`config.mk`:
```
export PLATFORM = sky130hd
export DESIGN_NAME = fdiv_seq
export DESIGN_NICKNAME = d
export VERILOG_FILES = /design/src/rtl/fdiv_seq.sv
export SDC_FILE = /design/constraint.sdc
export NUM_CORES = 1
export LEC_CHECK = 0
export ABC_CLOCK_PERIOD_IN_PS = 4400
export CAP_MARGIN = 20
export CORE_UTILIZATION = 56
export CTS_CLUSTER_SIZE = 25
export DETAILED_ROUTE_END_ITERATION = 6
export GPL_TIMING_DRIVEN = 0
export PLACE_DENSITY = 0.87
export RECOVER_POWER = 25
export SYNTH_ARGS = -nofsm -noshare
export SYNTH_HDL_FRONTEND = slang
export SYNTH_SLANG_ARGS = --single-unit
```
`constraint.sdc`:
```
create_clock -name clk -period 4.4 [get_ports clk]
set_clock_uncertainty 0.05 [all_clocks]
set_input_delay 0.88 -clock clk [delete_from_list [all_inputs] [get_ports clk]]
set_output_delay 0.88 -clock clk [all_outputs]
set_load 0.01 [all_outputs]
```
`src/rtl/fdiv_seq.sv`:
```
`timescale 1ns/1ps
// Purpose : iterative single-precision divider (restoring, one quotient bit per clock), FMUL-compatible result format.
// Latency : normal operands 26 cycles from the start edge to done; special operands (zero/inf/NaN) 1 cycle.
// Backpressure: none; start is sampled only while busy=0, so a request during an operation is dropped.
//
// Ports:
//   clk, rst            clock, synchronous active-high reset
//   start               operation request, sampled in IDLE only
//   A_sign/A_exp/A_frac dividend (unpacked, hidden bit implied)
//   B_sign/B_exp/B_frac divisor  (unpacked, hidden bit implied)
//   busy                operation in flight (DIV or NORM)
//   done                one-cycle pulse, result outputs valid
//   sign/exp/frac       quotient, frac[23] is the hidden bit; held until next result
//   error               invalid operation (NaN result)
//   overflow            exponent overflow, result forced to Inf
//   div_by_zero         finite nonzero divided by zero
module fdiv_seq #(
   parameter int EXP_BIAS = 127,
   parameter int EXP_MAX  = 255
) (
   input  logic        clk,
   input  logic        rst,
   input  logic        start,
   input  logic        A_sign,
   input  logic [7:0]  A_exp,
   input  logic [22:0] A_frac,
   input  logic        B_sign,
   input  logic [7:0]  B_exp,
   input  logic [22:0] B_frac,
   output logic        busy,
   output logic        done,
   output logic        sign,
   output logic [7:0]  exp,
   output logic [23:0] frac,
   output logic        error,
   output logic        overflow,
   output logic        div_by_zero
);

   localparam logic [7:0] EXP_ALL1 = EXP_MAX[7:0];
   localparam logic [4:0] LAST_STEP = 5'd24;   // 25 quotient bits: steps 0..24

   typedef enum logic [1:0] {
      S_IDLE = 2'd0,
      S_DIV  = 2'd1,
      S_NORM = 2'd2
   } state_t;

   // Outcome of a special-operand op, decided once at the start edge.
   typedef enum logic [2:0] {
      SP_NONE = 3'd0,
      SP_NAN  = 3'd1,
      SP_INF  = 3'd2,
      SP_DBZ  = 3'd3,
      SP_ZERO = 3'd4
   } spec_t;

   state_t      state_q, state_d;
   spec_t       spec_q,  spec_d;
   logic [4:0]  cnt_q;
   logic [25:0] rem_q;
   logic [24:0] quo_q;
   logic [23:0] dvs_q;
   logic [7:0]  a_exp_q, b_exp_q;
   logic        sgn_q;

   logic        done_q,  done_d;
   logic        sign_q,  sign_d;
   logic [7:0]  exp_q,   exp_d;
   logic [23:0] frac_q,  frac_d;
   logic        error_q, error_d;
   logic        ovf_q,   ovf_d;
   logic        dbz_q,   dbz_d;

   // ---------------------------------------------------------------
   // Operand classification (live inputs, used only at the start edge)
   // ---------------------------------------------------------------
   logic a_zero, a_inf, a_nan, b_zero, b_inf, b_nan;

   always_comb begin
      // exp==0 covers denormals as well: they are treated as zero.
      a_zero = (A_exp == 8'd0);
      b_zero = (B_exp == 8'd0);
      a_inf  = (A_exp == EXP_ALL1) && (A_frac == 23'd0);
      b_inf  = (B_exp == EXP_ALL1) && (B_frac == 23'd0);
      a_nan  = (A_exp == EXP_ALL1) && (A_frac != 23'd0);
      b_nan  = (B_exp == EXP_ALL1) && (B_frac != 23'd0);
   end

   always_comb begin
      spec_d = SP_NONE;
      if (a_nan || b_nan || (a_inf && b_inf) || (a_zero && b_zero)) begin
         spec_d = SP_NAN;
      end else if (a_inf) begin
         spec_d = SP_INF;
      end else if (b_zero) begin
         spec_d = SP_DBZ;
      end else if (a_zero || b_inf) begin
         spec_d = SP_ZERO;
      end
   end

   // ---------------------------------------------------------------
   // Restoring division step
   // ---------------------------------------------------------------
   logic        rem_ge;
   logic [25:0] rem_sub;
   logic [25:0] rem_step;

   always_comb begin
      rem_ge   = (rem_q >= {2'b00, dvs_q});
      rem_sub  = rem_ge ? (rem_q - {2'b00, dvs_q}) : rem_q;
      // rem_sub < divisor < 2^24, so the shift never loses a bit.
      rem_step = rem_sub << 1;
   end

   // ---------------------------------------------------------------
   // Normalisation and exponent
   // ---------------------------------------------------------------
   logic              adj;
   logic [23:0]       frac_n;
   logic signed [9:0] e_norm;

   always_comb begin
      // Quotient lies in [0.5,2): at most one left shift normalises it.
      adj    = ~quo_q[24];
      frac_n = quo_q[24] ? quo_q[24:1] : quo_q[23:0];
      e_norm = $signed({2'b00, a_exp_q}) - $signed({2'b00, b_exp_q})
             + $signed(EXP_BIAS[9:0]) - $signed({9'd0, adj});
   end

   // ---------------------------------------------------------------
   // FSM next state
   // ---------------------------------------------------------------
   always_comb begin
      state_d = state_q;
      done_d  = 1'b0;
      case (state_q)
         S_IDLE: begin
            if (start) begin
               state_d = (spec_d == SP_NONE) ? S_DIV : S_NORM;
            end
         end
         S_DIV: begin
            if (cnt_q == LAST_STEP) begin
               state_d = S_NORM;
            end
         end
         S_NORM: begin
            state_d = S_IDLE;
            done_d  = 1'b1;
         end
         default: begin
            state_d = S_IDLE;
         end
      endcase
   end

   // ---------------------------------------------------------------
   // Result selection (registered only on the NORM -> IDLE edge)
   // ---------------------------------------------------------------
   always_comb begin
      sign_d  = sgn_q;
      exp_d   = 8'd0;
      frac_d  = 24'd0;
      error_d = 1'b0;
      ovf_d   = 1'b0;
      dbz_d   = 1'b0;
      case (spec_q)
         SP_NAN: begin
            exp_d   = EXP_ALL1;
            frac_d  = 24'h800000;
            error_d = 1'b1;
         end
         SP_INF: begin
            exp_d = EXP_ALL1;
         end
         SP_DBZ: begin
            exp_d = EXP_ALL1;
            dbz_d = 1'b1;
         end
         SP_ZERO: begin
            exp_d = 8'd0;
         end
         default: begin
            if (e_norm >= 10'sd255) begin
               exp_d = EXP_ALL1;
               ovf_d = 1'b1;
            end else if (e_norm <= 10'sd0) begin
               // Underflow flushes to zero without a flag.
               exp_d = 8'd0;
            end else begin
               exp_d  = e_norm[7:0];
               frac_d = frac_n;
            end
         end
      endcase
   end

   // ---------------------------------------------------------------
   // Registers
   // ---------------------------------------------------------------
   always_ff @(posedge clk) begin
      if (rst) begin
         state_q <= S_IDLE;
         spec_q  <= SP_NONE;
         cnt_q   <= 5'd0;
         rem_q   <= 26'd0;
         quo_q   <= 25'd0;
         dvs_q   <= 24'd0;
         a_exp_q <= 8'd0;
         b_exp_q <= 8'd0;
         sgn_q   <= 1'b0;
         done_q  <= 1'b0;
         sign_q  <= 1'b0;
         exp_q   <= 8'd0;
         frac_q  <= 24'd0;
         error_q <= 1'b0;
         ovf_q   <= 1'b0;
         dbz_q   <= 1'b0;
      end else begin
         state_q <= state_d;
         done_q  <= done_d;

         if (state_q == S_IDLE && start) begin
            spec_q  <= spec_d;
            cnt_q   <= 5'd0;
            rem_q   <= {3'b001, A_frac};
            quo_q   <= 25'd0;
            dvs_q   <= {1'b1, B_frac};
            a_exp_q <= A_exp;
            b_exp_q <= B_exp;
            sgn_q   <= A_sign ^ B_sign;
         end

         if (state_q == S_DIV) begin
            rem_q <= rem_step;
            quo_q <= {quo_q[23:0], rem_ge};
            cnt_q <= cnt_q + 5'd1;
         end

         if (state_q == S_NORM) begin
            sign_q  <= sign_d;
            exp_q   <= exp_d;
            frac_q  <= frac_d;
            error_q <= error_d;
            ovf_q   <= ovf_d;
            dbz_q   <= dbz_d;
         end
      end
   end

   assign busy        = (state_q != S_IDLE);
   assign done        = done_q;
   assign sign        = sign_q;
   assign exp         = exp_q;
   assign frac        = frac_q;
   assign error       = error_q;
   assign overflow    = ovf_q;
   assign div_by_zero = dbz_q;

endmodule
```
==> results.md, run 1 <==
- Proportion of netlist area held by the largest area contributor: 36.5%
- Setup crit start: b_exp_q[1]
- Layout Utilization: 71.0%
- CTS tree: done
- Detailed Route WL: 22.0 mm
- Worst-margin pin slew: 742 ps
- Crit. End Element: register
- Worst-Skew Late Latency: 440 ps
- Worst r2r dst: frac[23]
- Remaining antenna violation count: 0
- Switching share of power: 39.5%
- Post-CTS Setup Bufs: 0
- Final hold violations: 0
- Final setup violation count: 0
- First-pass GRT wire length: 35.4 mm
- Crit start category: register
- Final cell count without fillers: 1234
- VDD IR max: 0.280 mV
- Initial Util: 57.6%
- Worst EP required: 4650 ps
- DR pass1 iterations: 6
- Switching power: 1.88 mW
- Crit-path max cell delay: 520 ps
- Dpl cells: 1202
- Async SR Flop Fraction: 0%
- Seq cells post-synth: 139
- Slowest library cell on the worst path: or4_4
- Seq/Total Area, Yosys: 36.5%
- Clock Root Buffer: clkbuf_16
- Largest net degree at the start of global routing: 17
- Die area: 14100 µm²
- WL per Instance: 17.8 µm
- # nets final: 1157
- Hold crit path type: reg2reg
- Pleak: 3.68 nW
- Die X: 119 µm
- Syn Std Cell Area: 7620 µm²
- Status: complete, no violations
- GRT overflow: 0
- Part of the power in the clock network: 27.5%
- Max cap viols: 0
- Achievable Freq: 0.245 GHz
- Remaining DRCs: 0
- Vias in the first global route: 7055
- Worst-path clk slew: 60 ps
- Setup TNS: 0 ps
- Critical Path AT: 4330 ps
- Slew margin rel.: 50.0%
- R2R Setup Slk: 320 ps
- Post-CTS sizing: 0
- Port buffer count: 103
- Commonest cells post-synth: dfxtp_1, nand2_1, a21oi_1, nor2_1, a22oi_1
- Post-synth top area cell: dfxtp_1
- Final Power: 4.76 mW
- Most used flip-flop cell after synthesis: dfxtp_1
- Avg Cell Area, Syn: 8.26 µm²
- Layout cells sized above 1: 7.18%
- Post-DP HPWL: 16.0 mm
- Period utilization: 92.8%
- Total CTS buffers: 17
- Initial DRC Count: 719
- Most common cell in the netlist: dfxtp_1
- CP endpoint: frac[23]
- Area grow syn2layout: 23.4%
- Max Root-Sink Buffers: 2
- # hold bufs at CTS: 0
- Reg power frac: 29.9%
- Pwr Density: 507 nW/µm²
- Setup CP Type: reg2reg
- Combinational share of power: 42.6%
- Die Ht: 119 µm
- Vias: 7448
- Net Count, Synth: 1035
- Most common cell on crit path: a21o_1
- Initial antenna violation count: 0
- Diodes inserted: 0
- YS warnings: 0
- Vias per cell: 6.04
- Synth top area cells: dfxtp_1, ha_1, nand2_1
- FP Rows: 42
- EDFF count, synth: 0
- FF-to-FF path depth: 20
- Max Slew Vio Count: 0
- CTS sink cnt: 139
- CP cell instances: inv_1, ha_1, nor2b_1, o21ai_0, nand2b_1, a21o_1, a21o_1, a21o_1, a21oi_1, xnor2_1, ha_1, nor3_1, o21a_1, a211oi_1, or4_4, o31ai_4, nor2_4, nand2_8, buf_12, o22ai_2
- Fin crit period: 4080 ps
- I/O pins: 105
- Total GRT Usage: 32.0%
- Worst R2R Start: b_exp_q[1]
- Clock H-tree levels: 4
- Unrepaired setup endpoints after global routing: false
- Synth cell types: 61
- Core area: 13200 µm²
- Int Power: 2.88 mW
- GPL Wtd Cong: 0.969
- Post-Syn Instances: 923
- Maximum fanout along the worst path: 10
## cell families after synthesis
logic type               Yosys count  share of synthesized area (%)
buffers and inverters             98                           5.40
XOR/XNOR                          32                           3.68
AND/OR/NAND/NOR                  299                           17.8
AO/OA/AOI/OAI                    277                           24.6
flip-flops                       139                           36.5
multiplexers                      33                           4.33
adder cells (fa/ha/maj)           45                           7.68
## registers in the layout (all words and copies together) (netlist names)
| name | cells |
|---|---|
| rem_q | 26 |
| done | 1 |
| b_exp_q | 8 |
| exp | 8 |
| div_by_zero | 1 |
| sgn_q | 1 |
| spec_q | 3 |
| error | 1 |
| sign | 1 |
| cnt_q | 5 |
| a_exp_q | 8 |
| state_q | 2 |
| frac | 24 |
| overflow | 1 |
| quo_q | 25 |
| dvs_q | 24 |
## worst max-delay path, delay by kind of cell (launching register included)
kind / cells / cell delay, ps
buffers and inverters: 2 / 210
XOR/XNOR: 1 / 150
AO/OA/AOI/OAI: 9 / 1450
flip-flops: 1 / 380
AND/OR/NAND/NOR: 6 / 1180
adder cells (fa/ha/maj): 2 / 530
## worst min path at each step
stage                     cells past startpoint          to       start  slack [ps]
after detailed placement                      2     frac[4]     frac[4]         390
after CTS                                     2   dvs_q[17]   dvs_q[17]         400
after global routing                          2  b_exp_q[7]  b_exp_q[7]         420
final                                         2     frac[4]     frac[4]         400
after floorplan                               2   rem_q[25]   rem_q[25]         380
after global placement                        2    frac[15]    frac[15]         390
## power by group through the flow
stage,registers [mW],logic (mW),clock network (mW)
after CTS,1.42,1.99,1.31
after floorplan,1.43,1.49,0
after global routing,1.43,2.21,1.37
after global placement,1.44,1.93,0
after detailed placement,1.45,1.96,0
final,1.42,2.03,1.31
## routing by layer
metal	vias to the layer above	GRT usage (%)	share of wire, %
met5	-	0	0
met4	0	14.5	4.5
met3	82	6.13	8.6
met2	364	52.7	46
met1	3469	40.5	41
li1	3533	-	-
## cell type report
type,count,area (µm²)
fill,1055,3840
clock buffer,19,433
clock inverter,13,97.6
timing repair buffer,103,1030
tap,176,220
sequential,139,2780
buffer,52,238
inverter,46,173
multi-input combinational,686,4430
## layout by cell type, fill, tap and decap left out, types with 6 or more instances in the layout
cell type | synthesis | final
dfxtp_1 | 139 | 139
nand2_1 | 127 | 127
a21oi_1 | 86 | 86
nor2_1 | 81 | 81
clkdlybuf4s50_1 | 0 | 65
a22oi_1 | 55 | 55
inv_1 | 46 | 46
ha_1 | 42 | 42
clkbuf_1 | 38 | 41
dlygate4sd3_1 | 0 | 38
mux2i_1 | 33 | 33
a21o_1 | 22 | 22
o21ai_2 | 21 | 21
o22ai_1 | 19 | 19
xor2_1 | 17 | 17
nor3_1 | 17 | 17
clkbuf_16 | 0 | 17
xnor2_1 | 15 | 15
o21ai_0 | 15 | 15
nor4_1 | 12 | 12
nor2b_1 | 11 | 11
nand2b_1 | 11 | 11
nand4_1 | 11 | 11
o21ai_1 | 10 | 10
nand3_1 | 10 | 10
o21a_1 | 6 | 6
a211oi_1 | 6 | 6
a31oi_1 | 6 | 6
## stage by stage
stage / setup slack, ps / area [µm²] / hold WS, ps
after floorplan: 740 / 7620 / 376
after global placement: 507 / 8880 / 387
after detailed placement: 397 / 8880 / 395
after CTS: 316 / 9410 / 404
after global routing: 139 / 9410 / 420
final: 316 / 9410 / 400
(Power assumes the default switching activity.)
==> run 2: changes to the inputs <==
- ABC_CLOCK_PERIOD_IN_PS: 4400 -> 3400
- CAP_MARGIN: 20 -> 15
- CORE_MARGIN: not set -> 2
- CORE_UTILIZATION: 56 -> 50
- PLACE_DENSITY: 0.87 -> 0.83
- clock period: 4.4 -> 3.4 ns (I/O delays scaled with it)
==> run 2 against run 1 <==
The flow now finishes with violations (DRC, setup timing). Via count decreased by 1.3%. Routed wire length decreased by 0.65%. Register-to-register slack got worse by 670 ps. Final area increased by 4.1%. Clock-buffer cell count decreased by 1. First-iteration DRC count increased by 12%. Fmax increased by 8.8%. Global-route usage decreased by 5.3 points. Non-clock buffer count increased by 15. Combinational power increased by 39%. Critical path type unchanged. Highest routed layer unchanged.
==> results.md, run 2 (same netlist as run 1, synthesis figures left out) <==
- Status: finished with violations
- Failing checks: DRC, setup timing
- Hold crit path type: reg2reg
- Achievable Freq: 0.266 GHz
- Unrepaired setup endpoints after global routing: true
- Vias in the first global route: 6989
- Worst EP required: 3670 ps
- Port buffer count: 103
- Worst-margin pin slew: 753 ps
- Part of the power in the clock network: 27.9%
- Vias per cell: 5.83
- Worst-Skew Late Latency: 430 ps
- Maximum fanout along the worst path: 5
- Reg power frac: 28.5%
- Max Slew Vio Count: 0
- Clock H-tree levels: 4
- Most frequent cells in the layout: dfxtp_1, nand2_1, a21oi_1
- Most flop-heavy register: rem_q
- Worst-path clk slew: 60 ps
- Pwr Density: 661 nW/µm²
- Area grow syn2layout: 28.5%
- Max Root-Sink Buffers: 2
- Die X: 127 µm
- Final hold violations: 0
- FP Rows: 45
- Die Ht: 127 µm
- First-pass GRT wire length: 34.5 mm
- Setup CP Type: reg2reg
- Pleak: 3.82 nW
- Slew margin rel.: 49.8%
- I/O pins: 105
- Combinational share of power: 43.7%
- Hold_ws: 397 ps
- # nets final: 1172
- VDD IR max: 0.400 mV
- Clock Root Buffer: clkbuf_16
- Max reg flops: 26
- Initial Util: 50.7%
- Final Power: 6.47 mW
- Dpl ws: -360 ps
- Layout Utilization: 65.2%
- Initial DRC Count: 803
- Largest registers: rem_q (26), quo_q (25)
- Crit. End Element: register
- Register Area: 2790 µm²
- GPL Wtd Cong: 0.963
- Detailed Route WL: 21.8 mm
- Initial antenna violation count: 0
- Max cap viols: 0
- DR pass1 iterations: 7
- Fill cells: 1194
- CTS tree: done
- Most common cell after layout, fill and taps aside: dfxtp_1
- CTS sink cnt: 139
- Layout cells sized above 1: 11.4%
- WL per Instance: 17.3 µm
- Total CTS buffers: 17
- Remaining DRCs: 1
- Switching power: 2.53 mW
- Core area: 15000 µm²
- Remaining antenna violation count: 0
- Period utilization: 110%
- Diodes inserted: 0
- Fin crit period: 3750 ps
- Switching share of power: 39.0%
- Largest net degree at the start of global routing: 17
- GRT overflow: 0
- Dpl cells: 1214
- Post-DP HPWL: 15.2 mm
- Vias: 7349
- Final Worst Setup Slack: -355 ps
- Critical Path AT: 4020 ps
- Int Power: 3.95 mW
- Final cell count without fillers: 1261
- Final setup violation count: 32
- Area of the multi-input gates: 4610 µm²
- Crit start category: register
- Die area: 16300 µm²
- Total GRT Usage: 26.7%
-- run 2: what timing repair did --
item	in CTS	in global routing
gates resized for setup	12	15
hold endpoints to repair	0	0
setup buffers	13	2
setup endpoints to repair	32	33
gates cloned	1	0
pin swaps	14	7
hold buffers	0	0
-- run 2: layer usage --
layer	track usage, %	vias to the layer above	part of all wire (%)
met2	43.7	291	47
met5	0	-	0
li1	-	3558	-
met1	35.1	3447	43
met3	4.48	53	6.8
met4	11.1	0	2.9
-- run 2: final timing paths --
check | startpoint | to | slack (ps) | cells after the start
min | frac[21] | frac[21] | 400 | 2
min reg2reg | frac[21] | frac[21] | 400 | 2
max reg2reg | b_exp_q[1] | frac[4] | -350 | 21
max | b_exp_q[1] | frac[4] | -350 | 21
-- run 2: worst max-delay path, cell delays in order, from the launching register on --
cell and delay [ps]:
dfxtp_2 340, inv_2 40, ha_4 200, nor2b_4 110, o21ai_1 100, nand2b_1 90, a21o_1 170, a21o_1 170
a21o_1 180, a21oi_2 180, xnor2_2 160, ha_4 250, nor3_4 140, o21a_1 200, a211oi_2 70, or4_4 440
o31ai_4 250, nor2_4 90, nand2_8 100, buf_12 120, buf_12 110, o21ai_2 60
-- run 2: final cells by class --
type	count	share of cell area, %
clock buffers	18	4.38
repair buffers	118	12.1
inverters	46	1.76
clock inverters	14	1.39
flip-flops and latches	139	28.4
plain buffers	52	2.44
well taps	188	2.40
multi-input cells	686	47.1
-- run 2: power by group through the flow --
stage                     Sequential [mW]  Combinational, mW  Clock [mW]
final                                1.84               2.83        1.80
after CTS                            1.84               2.67        1.80
after floorplan                      1.85               1.94           0
after global placement               1.87               2.50           0
after global routing                 1.86               3.07        1.87
after detailed placement             1.87               2.53           0
-- run 2: stage by stage --
stage                     instance area, µm²  setup TNS [ps]
final                                   9790           -8650
after global routing                    9790          -13490
after CTS                               9700           -5690
after detailed placement                8930           -8430
after global placement                  8930           -5560
after floorplan                         7670            -958
==> run 3: changes to the inputs <==
- GPL_TIMING_DRIVEN: 0 -> 1
- PLACE_DENSITY: 0.83 -> 0.77
==> run 3 against run 2 <==
The run ends with capacitance limit, slew limit, setup timing left. Routed wire length shrank 12%. Combinational power grew 5%. Global-route usage decreased by 2.9 points. Clock-buffer cell count did not move. Hold slack better by 3.3 ps. Sequential power barely moved. Highest routed layer is now met5.
==> results.md, run 3 (same netlist as run 1, synthesis figures left out) <==
- Status: finished with violations
- Failing checks: capacitance limit, slew limit, setup timing
- Most frequent cells in the layout: dfxtp_1, nand2_1, clkdlybuf4s50_1
- Final setup violation count: 34
- DR pass1 iterations: 5
- CTS sink cnt: 139
- Worst r2r dst: frac[18]
- Max cap viols: 1
- Combinational share of power: 45.0%
- Layout cells sized above 1: 14.0%
- Critical Path AT: 3960 ps
- Initial antenna violation count: 1
- Slowest library cell on the worst path: nor2_4
- Final hold violations: 0
- CTS tree: done
- Most flop-heavy register: rem_q
- Reg power frac: 27.7%
- Part of the power in the clock network: 27.3%
- Setup crit start: b_exp_q[1]
- Most common cell on crit path: buf_4
- R2R Setup Slk: -250 ps
- Largest registers: rem_q (26), quo_q (25)
- Maximum fanout along the worst path: 8
- Int Power: 4.15 mW
- Post-DP HPWL: 13.3 mm
- Worst-path clk slew: 60 ps
- Final Worst Setup Slack: -246 ps
- Most common cell after layout, fill and taps aside: dfxtp_1
- Remaining DRCs: 0
- First-pass GRT wire length: 31.2 mm
- Switching share of power: 37.5%
- Max reg flops: 26
- Clock H-tree levels: 4
- Die area: 16300 µm²
- GPL Wtd Cong: 0.916
- Initial DRC Count: 421
- Final Power: 6.64 mW
- Total CTS buffers: 17
- GRT overflow: 0
- # hold bufs at CTS: 0
- Post-DP Area: 9030 µm²
- CP cell instances: buf_4, buf_4, fa_2, xnor2_2, inv_1, buf_4, ha_1, a21o_1, a211oi_2, o21ai_2, a21oi_4, xnor2_2, o31ai_4, nor2_4, nand2_4, o21ai_2
- Pwr Density: 679 nW/µm²
- Setup CP Type: reg2reg
- Slew margin rel.: -19.1%
- WL per Instance: 15.4 µm
- Period utilization: 107%
- Initial Util: 50.7%
- Register Area: 2790 µm²
- Worst hold start: frac[14]
- Pleak: 3.79 nW
- Vias per cell: 5.68
- Worst R2R Start: b_exp_q[1]
- CP endpoint: frac[18]
- Cell area after layout: 9770 µm²
- Max Root-Sink Buffers: 2
- Crit. End Element: register
- Die X: 127 µm
- Dpl ws: -333 ps
- Area of the multi-input gates: 4630 µm²
- Vias in the first global route: 6519
- Worst-Skew Late Latency: 420 ps
- # nets final: 1153
- FP Rows: 45
- Max Slew Vio Count: 22
- Fill cells: 1234
- Detailed Route WL: 19.2 mm
- Vias: 7057
- Core area: 15000 µm²
- Switching power: 2.49 mW
- Worst-margin pin slew: 1780 ps
- Achievable Freq: 0.274 GHz
- Layout Utilization: 65.0%
- Unrepaired setup endpoints after global routing: true
- Diodes inserted: 0
- FF-to-FF path depth: 16
- VDD IR max: 0.391 mV
- Crit-path max cell delay: 420 ps
- Worst EP required: 3710 ps
- Remaining antenna violation count: 0
- Clock Root Buffer: clkbuf_16
- Fin crit period: 3650 ps
- Area grow syn2layout: 28.2%
- Die Ht: 127 µm
- Hold crit path type: reg2reg
- Port buffer count: 104
- Crit start category: register
- Largest net degree at the start of global routing: 59
- Total GRT Usage: 23.9%
- I/O pins: 105
[run 3: cell types whose count changed in the layout (fill, tap and decap cells not counted), moves of 3 or more]
cell	change
buf_2	-6
clkbuf_1	-38
dlygate4sd3_1	-28
nor2b_1	-4
clkdlybuf4s50_1	+28
buf_1	-5
nor2b_2	+3
buf_4	+31
buf_12	-5
[run 3: critical path: cells and delay by family (launching register included)]
| family | cells | cell delay [ps] |
|---|---|---|
| AOI/OAI and AO/OA | 6 | 1110 |
| xor gates and xnor gates | 2 | 360 |
| adders and majority gates | 2 | 650 |
| buffers and inverters | 4 | 490 |
| DFF | 1 | 320 |
| and+or+nand+nor | 2 | 600 |
[run 3: worst min-delay path by stage]
stage,cells after the start,to
2_1_floorplan,2,rem_q[25]
3_3_place_gp,2,frac[13]
3_5_place_dp,2,frac[7]
4_1_cts,2,frac[7]
5_1_grt,2,frac[14]
6_report,2,frac[14]
[run 3: area by class of cell]
cell class / instances / share of cell area, %
multi-input combinational: 689 / 47.3
sequential: 139 / 28.5
timing repair buffer: 148 / 14.0
clock buffer: 18 / 4.39
tap: 188 / 2.41
inverter: 46 / 1.77
clock inverter: 14 / 1.56
[run 3: what timing repair did]
| item | 4_1_cts | 5_1_grt |
|---|---|---|
| hold endpoints to repair | 0 | 0 |
| buffers inserted | 4 | 1 |
| resized for setup | 22 | 2 |
| pin swaps | 32 | 5 |
| endpoints found under the setup margin | 32 | 33 |
| cloned | 3 | 0 |
[run 3: power by group through the flow]
stage | Clock [mW] | Combinational, mW | Sequential (mW)
final | 1.81 | 2.98 | 1.84
after global routing | 1.91 | 3.25 | 1.85
after CTS | 1.84 | 2.95 | 1.84
after detailed placement | 0 | 2.68 | 1.87
after global placement | 0 | 2.64 | 1.87
after floorplan | 0 | 1.94 | 1.85
[run 3: per-stage QoR]
stage | cells | TNS (ps) | hold WS [ps]
detailed placement | 1202 | -8820 | 391
CTS | 1241 | -3970 | 406
global route | 1242 | -14890 | 419
finish | 1242 | -6440 | 400
global placement | 1202 | -5340 | 386
floorplan | 923 | -958 | 376
[run 3: layer usage]
metal | up-vias | share of wire [%] | wire length, µm | track usage (%)
met5 | - | 0.057 | 11 | 0
met3 | 34 | 5.4 | 1040 | 4.82
met4 | 2 | 2.4 | 467 | 9.83
met1 | 3296 | 45 | 8560 | 30.8
li1 | 3532 | - | - | -
met2 | 193 | 47 | 9110 | 39.1
